==> src/rtl/complex_interp_pkg.sv <==
// Shared definitions for the x2 complex interpolator.
//   - FSM state encodings (2'd3 is unused and decodes as S_WAIT)
//   - mid_sum: floor((a + b) / 2) on sign-extended operands
package complex_interp_pkg;

    localparam logic [1:0] S_WAIT = 2'd0;
    localparam logic [1:0] S_MID  = 2'd1;
    localparam logic [1:0] S_SAMP = 2'd2;

    // Operands arrive sign-extended to 32 bits, so the 33-bit sum cannot
    // overflow. The arithmetic shift rounds toward minus infinity. The
    // caller truncates back to its own width, which is always exact
    // because the midpoint lies between the two operands.
    function automatic logic signed [31:0] mid_sum(input logic signed [31:0] a,
                                                   input logic signed [31:0] b);
        return 32'(($signed({a[31], a}) + $signed({b[31], b})) >>> 1);
    endfunction

endpackage

==> src/rtl/complex_midpoint.sv <==
// Combinational complex midpoint: mid = floor((a + b) / 2) per component.
//   aRe/aIm, bRe/bIm : signed operands, DATA_WIDTH bits each
//   midRe/midIm      : signed midpoint, DATA_WIDTH bits each
module complex_midpoint
    import complex_interp_pkg::*;
#(
    parameter int DATA_WIDTH = 8
) (
    input  logic [DATA_WIDTH-1:0] aRe,
    input  logic [DATA_WIDTH-1:0] aIm,
    input  logic [DATA_WIDTH-1:0] bRe,
    input  logic [DATA_WIDTH-1:0] bIm,
    output logic [DATA_WIDTH-1:0] midRe,
    output logic [DATA_WIDTH-1:0] midIm
);

    assign midRe = DATA_WIDTH'(mid_sum(32'($signed(aRe)), 32'($signed(bRe))));
    assign midIm = DATA_WIDTH'(mid_sum(32'($signed(aIm)), 32'($signed(bIm))));

endmodule

==> src/rtl/complex_sample_reg.sv <==
// Complex sample register: holds a real/imag pair.
//   clk, rstn : clock, async active-low reset (clears to 0)
//   clrh      : sync clear, has priority over enh
//   enh       : load dataRe_i/dataIm_i
//   dataRe_o/dataIm_o : registered sample
module complex_sample_reg #(
    parameter int DATA_WIDTH = 8
) (
    input  logic                  clk,
    input  logic                  rstn,
    input  logic                  clrh,
    input  logic                  enh,
    input  logic [DATA_WIDTH-1:0] dataRe_i,
    input  logic [DATA_WIDTH-1:0] dataIm_i,
    output logic [DATA_WIDTH-1:0] dataRe_o,
    output logic [DATA_WIDTH-1:0] dataIm_o
);

    logic [DATA_WIDTH-1:0] re_d, re_q, im_d, im_q;

    always_comb begin
        re_d = re_q;
        im_d = im_q;
        if (clrh) begin
            re_d = '0;
            im_d = '0;
        end else if (enh) begin
            re_d = dataRe_i;
            im_d = dataIm_i;
        end
    end

    always_ff @(posedge clk or negedge rstn) begin
        if (!rstn) begin
            re_q <= '0;
            im_q <= '0;
        end else begin
            re_q <= re_d;
            im_q <= im_d;
        end
    end

    assign dataRe_o = re_q;
    assign dataIm_o = im_q;

endmodule

==> src/rtl/complex_interp_x2.sv <==
// Streaming x2 linear interpolator for complex samples. Each accepted
// sample produces two outputs: midpoint(prev, cur), then cur.
//   clk, rstn          : clock, async active-low reset
//   clrh               : sync clear back to reset state, highest priority
//   valid_i / ready_o  : input handshake (ready_o is combinational)
//   dataRe_i/dataIm_i  : input sample
//   valid_o / ready_i  : output handshake
//   dataRe_o/dataIm_o  : registered output sample
module complex_interp_x2
    import complex_interp_pkg::*;
#(
    parameter int DATA_WIDTH = 8
) (
    input  logic                  clk,
    input  logic                  rstn,
    input  logic                  clrh,
    input  logic                  valid_i,
    output logic                  ready_o,
    input  logic [DATA_WIDTH-1:0] dataRe_i,
    input  logic [DATA_WIDTH-1:0] dataIm_i,
    output logic                  valid_o,
    input  logic                  ready_i,
    output logic [DATA_WIDTH-1:0] dataRe_o,
    output logic [DATA_WIDTH-1:0] dataIm_o
);

    logic [1:0]            state_d, state_q;
    logic [DATA_WIDTH-1:0] cur_re_d, cur_re_q, cur_im_d, cur_im_q;
    logic [DATA_WIDTH-1:0] out_re_d, out_re_q, out_im_d, out_im_q;
    logic [DATA_WIDTH-1:0] prev_re, prev_im;
    logic [DATA_WIDTH-1:0] a_re, a_im, mid_re, mid_im;
    logic                  st_mid, st_samp, st_wait;
    logic                  accept, xfer, prev_en;

    assign st_mid  = (state_q == S_MID);
    assign st_samp = (state_q == S_SAMP);
    assign st_wait = !st_mid && !st_samp;   // also covers the unused code

    assign ready_o = st_wait || (st_samp && ready_i);
    assign valid_o = st_mid || st_samp;
    assign accept  = valid_i && ready_o;
    assign xfer    = valid_o && ready_i;

    // cur becomes the previous sample once it has been handed downstream.
    assign prev_en = st_samp && xfer;

    complex_sample_reg #(.DATA_WIDTH(DATA_WIDTH)) u_prev (
        .clk      (clk),
        .rstn     (rstn),
        .clrh     (clrh),
        .enh      (prev_en),
        .dataRe_i (cur_re_q),
        .dataIm_i (cur_im_q),
        .dataRe_o (prev_re),
        .dataIm_o (prev_im)
    );

    // An accept in S_SAMP coincides with prev<-cur, so take cur directly
    // instead of the not-yet-updated prev register.
    assign a_re = st_samp ? cur_re_q : prev_re;
    assign a_im = st_samp ? cur_im_q : prev_im;

    complex_midpoint #(.DATA_WIDTH(DATA_WIDTH)) u_mid (
        .aRe   (a_re),
        .aIm   (a_im),
        .bRe   (dataRe_i),
        .bIm   (dataIm_i),
        .midRe (mid_re),
        .midIm (mid_im)
    );

    always_comb begin
        state_d  = state_q;
        cur_re_d = cur_re_q;
        cur_im_d = cur_im_q;
        out_re_d = out_re_q;
        out_im_d = out_im_q;
        if (clrh) begin
            state_d  = S_WAIT;
            cur_re_d = '0;
            cur_im_d = '0;
            out_re_d = '0;
            out_im_d = '0;
        end else if (st_mid) begin
            if (xfer) begin
                out_re_d = cur_re_q;
                out_im_d = cur_im_q;
                state_d  = S_SAMP;
            end
        end else if (st_samp) begin
            if (xfer && accept) begin
                cur_re_d = dataRe_i;
                cur_im_d = dataIm_i;
                out_re_d = mid_re;
                out_im_d = mid_im;
                state_d  = S_MID;
            end else if (xfer) begin
                state_d  = S_WAIT;
            end
        end else if (accept) begin
            cur_re_d = dataRe_i;
            cur_im_d = dataIm_i;
            out_re_d = mid_re;
            out_im_d = mid_im;
            state_d  = S_MID;
        end
    end

    always_ff @(posedge clk or negedge rstn) begin
        if (!rstn) begin
            state_q  <= S_WAIT;
            cur_re_q <= '0;
            cur_im_q <= '0;
            out_re_q <= '0;
            out_im_q <= '0;
        end else begin
            state_q  <= state_d;
            cur_re_q <= cur_re_d;
            cur_im_q <= cur_im_d;
            out_re_q <= out_re_d;
            out_im_q <= out_im_d;
        end
    end

    assign dataRe_o = out_re_q;
    assign dataIm_o = out_im_q;

endmodule

==> config.mk <==
export PLATFORM = sky130hd
export DESIGN_NAME = complex_interp_x2
export DESIGN_NICKNAME = d
export VERILOG_FILES = /design/src/rtl/complex_interp_pkg.sv /design/src/rtl/complex_midpoint.sv /design/src/rtl/complex_sample_reg.sv /design/src/rtl/complex_interp_x2.sv
export SDC_FILE = /design/constraint.sdc
export NUM_CORES = 1
export LEC_CHECK = 0
export ABC_AREA = 0
export BUFFER_PORTS_ARGS = -buffer_cell sky130_fd_sc_hd__buf_4
export CAP_MARGIN = 5
export CORE_ASPECT_RATIO = 1.4
export CORE_MARGIN = 4
export CORE_UTILIZATION = 35
export DETAILED_ROUTE_END_ITERATION = 7
export HOLD_SLACK_MARGIN = 0.12
export PLACE_DENSITY = 0.62
export SYNTH_ARGS = -nofsm -noshare
export SYNTH_HDL_FRONTEND = slang
export SYNTH_HIERARCHICAL = 1
export SYNTH_SLANG_ARGS = --single-unit
==> constraint.sdc <==
create_clock -name clk -period 10.1 [get_ports clk]
set_clock_uncertainty 0.05 [all_clocks]
set_input_delay 2.02 -clock clk [delete_from_list [all_inputs] [get_ports clk]]
set_output_delay 2.02 -clock clk [all_outputs]
set_load 0.005 [all_outputs]
==> run metrics <==
area of the placeable core=0.00903 mm2; area taken by flip-flops and latches=around 0.0013 mm2; summed instance area of the synthesized netlist=approximately 0.0032 mm2; total of max-cap violations=0; combinational share of power=0.169; final cell area excluding filler cells=about 0.0037 mm2; horizontal die dimension=between 80 and 90 um; slowest stage cell on the critical path=sky130_fd_sc_hd__buf_4; distinct cell type count after synthesis=45; number of instances in the placed design=436; hpwl dp=4.84 mm; cts-stage hold buffer count=0; areal power density over the cells=around 130 mW/mm2; net count of the finished layout=around 380; largest vdd supply drop=between 100 and 150 uV; vertical die dimension=122 um; Detail Route Antenna Nets=0; total of fill cells in the finished design=approximately 900; drt wl/cell=between 15 and 20 um; post-route setup TNS=0 ns; overflow left after global routing=0; sequential element share of the synthesized area=0.385; #FFs+latches synth=50; Worst-Skew Late Latency=0.29 ns; synthesized area divided by synthesized cell count=~11 um2; via count normalized by instance count=about 5.3; Sw Ratio=0.250; ratio of cells with drive above 1 in the final layout=0.261; Worst Path Max Fanout=3; cell seen most often among critical-path stages=sky130_fd_sc_hd__buf_4; sort of element at the start of the critical path=primary input; Gates resized, CTS repair=0; nature of the critical path endpoint=output port; shortest period the worst path allows=between 4 and 5 ns; overall via count from detail_route=between 2000 and 2500; Post-Place Cell Area=roughly 0.0036 mm2; clock buffer depth=2; Synth Instances=around 300; iteration count of the initial detailed-routing pass=4; Routability Congestion=0.841; unrepaired setup endpoints after global routing=no; kind of critical path=primary input to output port; dominant synthesized flop cell=sky130_fd_sc_hd__dfrtp_1; Post-Syn Nets=approximately 340; highest achievable clock rate=roughly 220 MHz; total clock sinks=50; critical path arrival=about 2.4 ns; worst hold path type=flip-flop to flip-flop; number of global-route vias before repair=around 2500; Final Max Slew Viols=0; share of the cycle needed by the critical path after routing=0.444; Synthesis Warnings=6; Cell Chain, Critical Path=buf_4, nor2_1, a21oi_1, buf_4; actual slew at the worst max-slew pin=about 1.2 ns; Inserted Diodes=0; leakage power summed over all cells=between 1.5 and 2 nW; number of endpoints with negative hold slack in the final report=0; port buffer count=38; wire length of the first global-routing pass=11.6 mm; clock network fraction of total power=0.381; residual DRC count=0; number of failing setup endpoints in the final timing report=0; clock transition time at the flip-flop clock pins of the worst setup and hold paths=0.07 ns; number of flops mapped to enable cells by yosys=0; clock tree from TritonCTS=yes; final-layout worst hold slack=between 0.4 and 0.5 ns; initial DRC count=~110; global router's overall resource usage=0.136; area of the multi-input gates=0.00184 mm2; htree depth=2; Detailed Route WL=6.98 mm; design internal power=approximately 0.36 mW; setup repair bufs after CTS=0; result of the run=complete, no violations; total CTS buffers=5; number of top-level pins=39; area growth from synthesis to final layout=14.9%; area enclosed by the die boundary=approximately 0.011 mm2; root buffer cell=sky130_fd_sc_hd__clkbuf_16; required arrival time at the worst endpoint=roughly 8 ns; largest net degree at the start of global routing=54; initial core utilization=0.360; std cell rows=41; non-filler cells in the finished layout=approximately 440; Flop pwr share=0.450; delay of the slowest critical-path stage=about 0.13 ns; worst max-slew margin expressed relative to the limit=0.233; net switching power of the design=between 0.1 and 0.15 mW; Async SR Flop Fraction=1.00; initial antenna violation count=0
[layout make-up]
class,instances,share of cell area
flip-flops and latches,50,0.335
multi-input cells,230,0.494
well taps,107,0.0359
inverters,8,0.00805
clock buffers,8,0.0446
repair buffers,41,0.0825
[synthesized netlist by cell type (2+ instances only)]
library cell	count	area (um2)
sky130_fd_sc_hd__nand2_1	8	30.0
sky130_fd_sc_hd__inv_2	2	7.51
sky130_fd_sc_hd__and2b_2	2	17.5
sky130_fd_sc_hd__a21oi_1	8	40.0
sky130_fd_sc_hd__a221oi_1	2	17.5
sky130_fd_sc_hd__o211ai_1	3	22.5
sky130_fd_sc_hd__nand3_1	4	20.0
sky130_fd_sc_hd__nand3b_1	2	15.0
sky130_fd_sc_hd__nand4_1	2	12.5
sky130_fd_sc_hd__fa_1	2	40.0
sky130_fd_sc_hd__mux2_1	2	22.5
sky130_fd_sc_hd__nand2b_1	3	18.8
sky130_fd_sc_hd__a21o_1	2	15.0
sky130_fd_sc_hd__a22o_1	16	140
sky130_fd_sc_hd__mux2_2	30	338
sky130_fd_sc_hd__clkbuf_1	3	11.3
sky130_fd_sc_hd__dfrtp_1	50	1250
sky130_fd_sc_hd__xor2_1	6	52.6
sky130_fd_sc_hd__inv_1	6	22.5
sky130_fd_sc_hd__nor2_1	40	150
sky130_fd_sc_hd__nor4_1	3	18.8
sky130_fd_sc_hd__nor3_1	2	10.0
sky130_fd_sc_hd__mux2i_1	32	320
sky130_fd_sc_hd__ha_1	16	200
sky130_fd_sc_hd__nor2b_1	19	119
sky130_fd_sc_hd__a211oi_1	3	22.5
sky130_fd_sc_hd__a21boi_0	2	15.0
sky130_fd_sc_hd__xnor2_1	2	17.5
sky130_fd_sc_hd__buf_6	5	56.3
sky130_fd_sc_hd__buf_2	5	25.0
sky130_fd_sc_hd__o21ai_0	7	35.0
sky130_fd_sc_hd__and2_1	2	12.5
[registers in the layout (all words and copies together), names as in the netlist]
name	cells
cur_im_q	8
u_prev/dataIm_o	8
state_q	2
u_prev/dataRe_o	8
dataIm_o	8
dataRe_o	8
cur_re_q	8
[final timing paths]
path                                          from            endpoint  slack [ns]  cells after the start
worst max-delay path                       ready_i             ready_o        5.62                      4
worst min-delay path            u_prev/dataIm_o[3]  u_prev/dataIm_o[3]        0.47                      2
worst max register to register          state_q[0]         dataIm_o[5]        6.83                     13
worst min register to register  u_prev/dataIm_o[3]  u_prev/dataIm_o[3]        0.47                      2
max in group asynchronous                     rstn         dataIm_o[0]        7.85                      1
min in group asynchronous                     rstn  u_prev/dataRe_o[7]        1.71                      1
[layer usage]
layer / part of all wire / wire (um) / vias up / global-route usage
met2: 0.48 / 3340 / 39 / 0.222
met4: 0.023 / 163 / 0 / 0.0475
li1: - / - / 1145 / -
met1: 0.46 / 3180 / 1169 / 0.175
met5: 0 / 0 / - / 0
met3: 0.043 / 297 / 12 / 0.0325
[placed cells by master, fill, tap and decap left out, types with 2 or more instances in the layout]
cell type	n
sky130_fd_sc_hd__a221oi_1	2
sky130_fd_sc_hd__mux2i_1	32
sky130_fd_sc_hd__nor4_1	3
sky130_fd_sc_hd__ha_1	16
sky130_fd_sc_hd__nor2_1	40
sky130_fd_sc_hd__and2b_2	2
sky130_fd_sc_hd__nor2b_1	19
sky130_fd_sc_hd__nor3_1	2
sky130_fd_sc_hd__xnor2_1	2
sky130_fd_sc_hd__a21oi_1	8
sky130_fd_sc_hd__xor2_1	6
sky130_fd_sc_hd__clkbuf_8	3
sky130_fd_sc_hd__nand3_1	4
sky130_fd_sc_hd__dfrtp_1	50
sky130_fd_sc_hd__a211oi_1	3
sky130_fd_sc_hd__inv_2	2
sky130_fd_sc_hd__mux2_1	2
sky130_fd_sc_hd__o211ai_1	3
sky130_fd_sc_hd__fa_1	2
sky130_fd_sc_hd__buf_4	41
sky130_fd_sc_hd__and2_1	2
sky130_fd_sc_hd__a21boi_0	2
sky130_fd_sc_hd__mux2_2	30
sky130_fd_sc_hd__a21o_1	2
sky130_fd_sc_hd__nand3b_1	2
sky130_fd_sc_hd__inv_1	6
sky130_fd_sc_hd__nand2b_1	3
sky130_fd_sc_hd__clkbuf_16	5
sky130_fd_sc_hd__nand4_1	2
sky130_fd_sc_hd__a22o_1	16
sky130_fd_sc_hd__o21ai_0	7
sky130_fd_sc_hd__nand2_1	8
[per-stage QoR]
stage | power [mW] | worst slack (ns) | utilization
floorplan | 0.274 | 5.85 | -
global placement | 0.305 | 5.62 | 0.395
detailed placement | 0.307 | 5.61 | 0.395
CTS | 0.494 | 5.61 | 0.413
global route | 0.512 | 5.57 | 0.413
finish | 0.486 | 5.62 | 0.413
[kinds of logic (layout without fill, tap and decap cells)]
group / count (synthesis) / count (layout) / share of synthesized area
AOI/OAI and AO/OA: 50 / 50 / 0.123
DFF: 50 / 50 / 0.385
buffers and inverters: 24 / 57 / 0.0474
xor gates and xnor gates: 8 / 8 / 0.0216
muxes: 64 / 64 / 0.210
adders and majority gates: 18 / 18 / 0.0740
and+or+nand+nor: 90 / 90 / 0.139
[worst max-delay path, delay by kind of cell]
family          cells  cell delay [ns]
buf+inv             2             0.26
simple gates        1             0.09
compound gates      1             0.04
[power by group through the flow]
stage | registers [mW] | logic (mW) | clock network (mW)
3_5_place_dp | 0.223 | 0.0839 | 0
3_3_place_gp | 0.223 | 0.0827 | 0
4_1_cts | 0.219 | 0.0840 | 0.191
2_1_floorplan | 0.221 | 0.0525 | 0
6_report | 0.219 | 0.0821 | 0.185
5_1_grt | 0.220 | 0.0916 | 0.200
(Power assumes the default switching activity.)
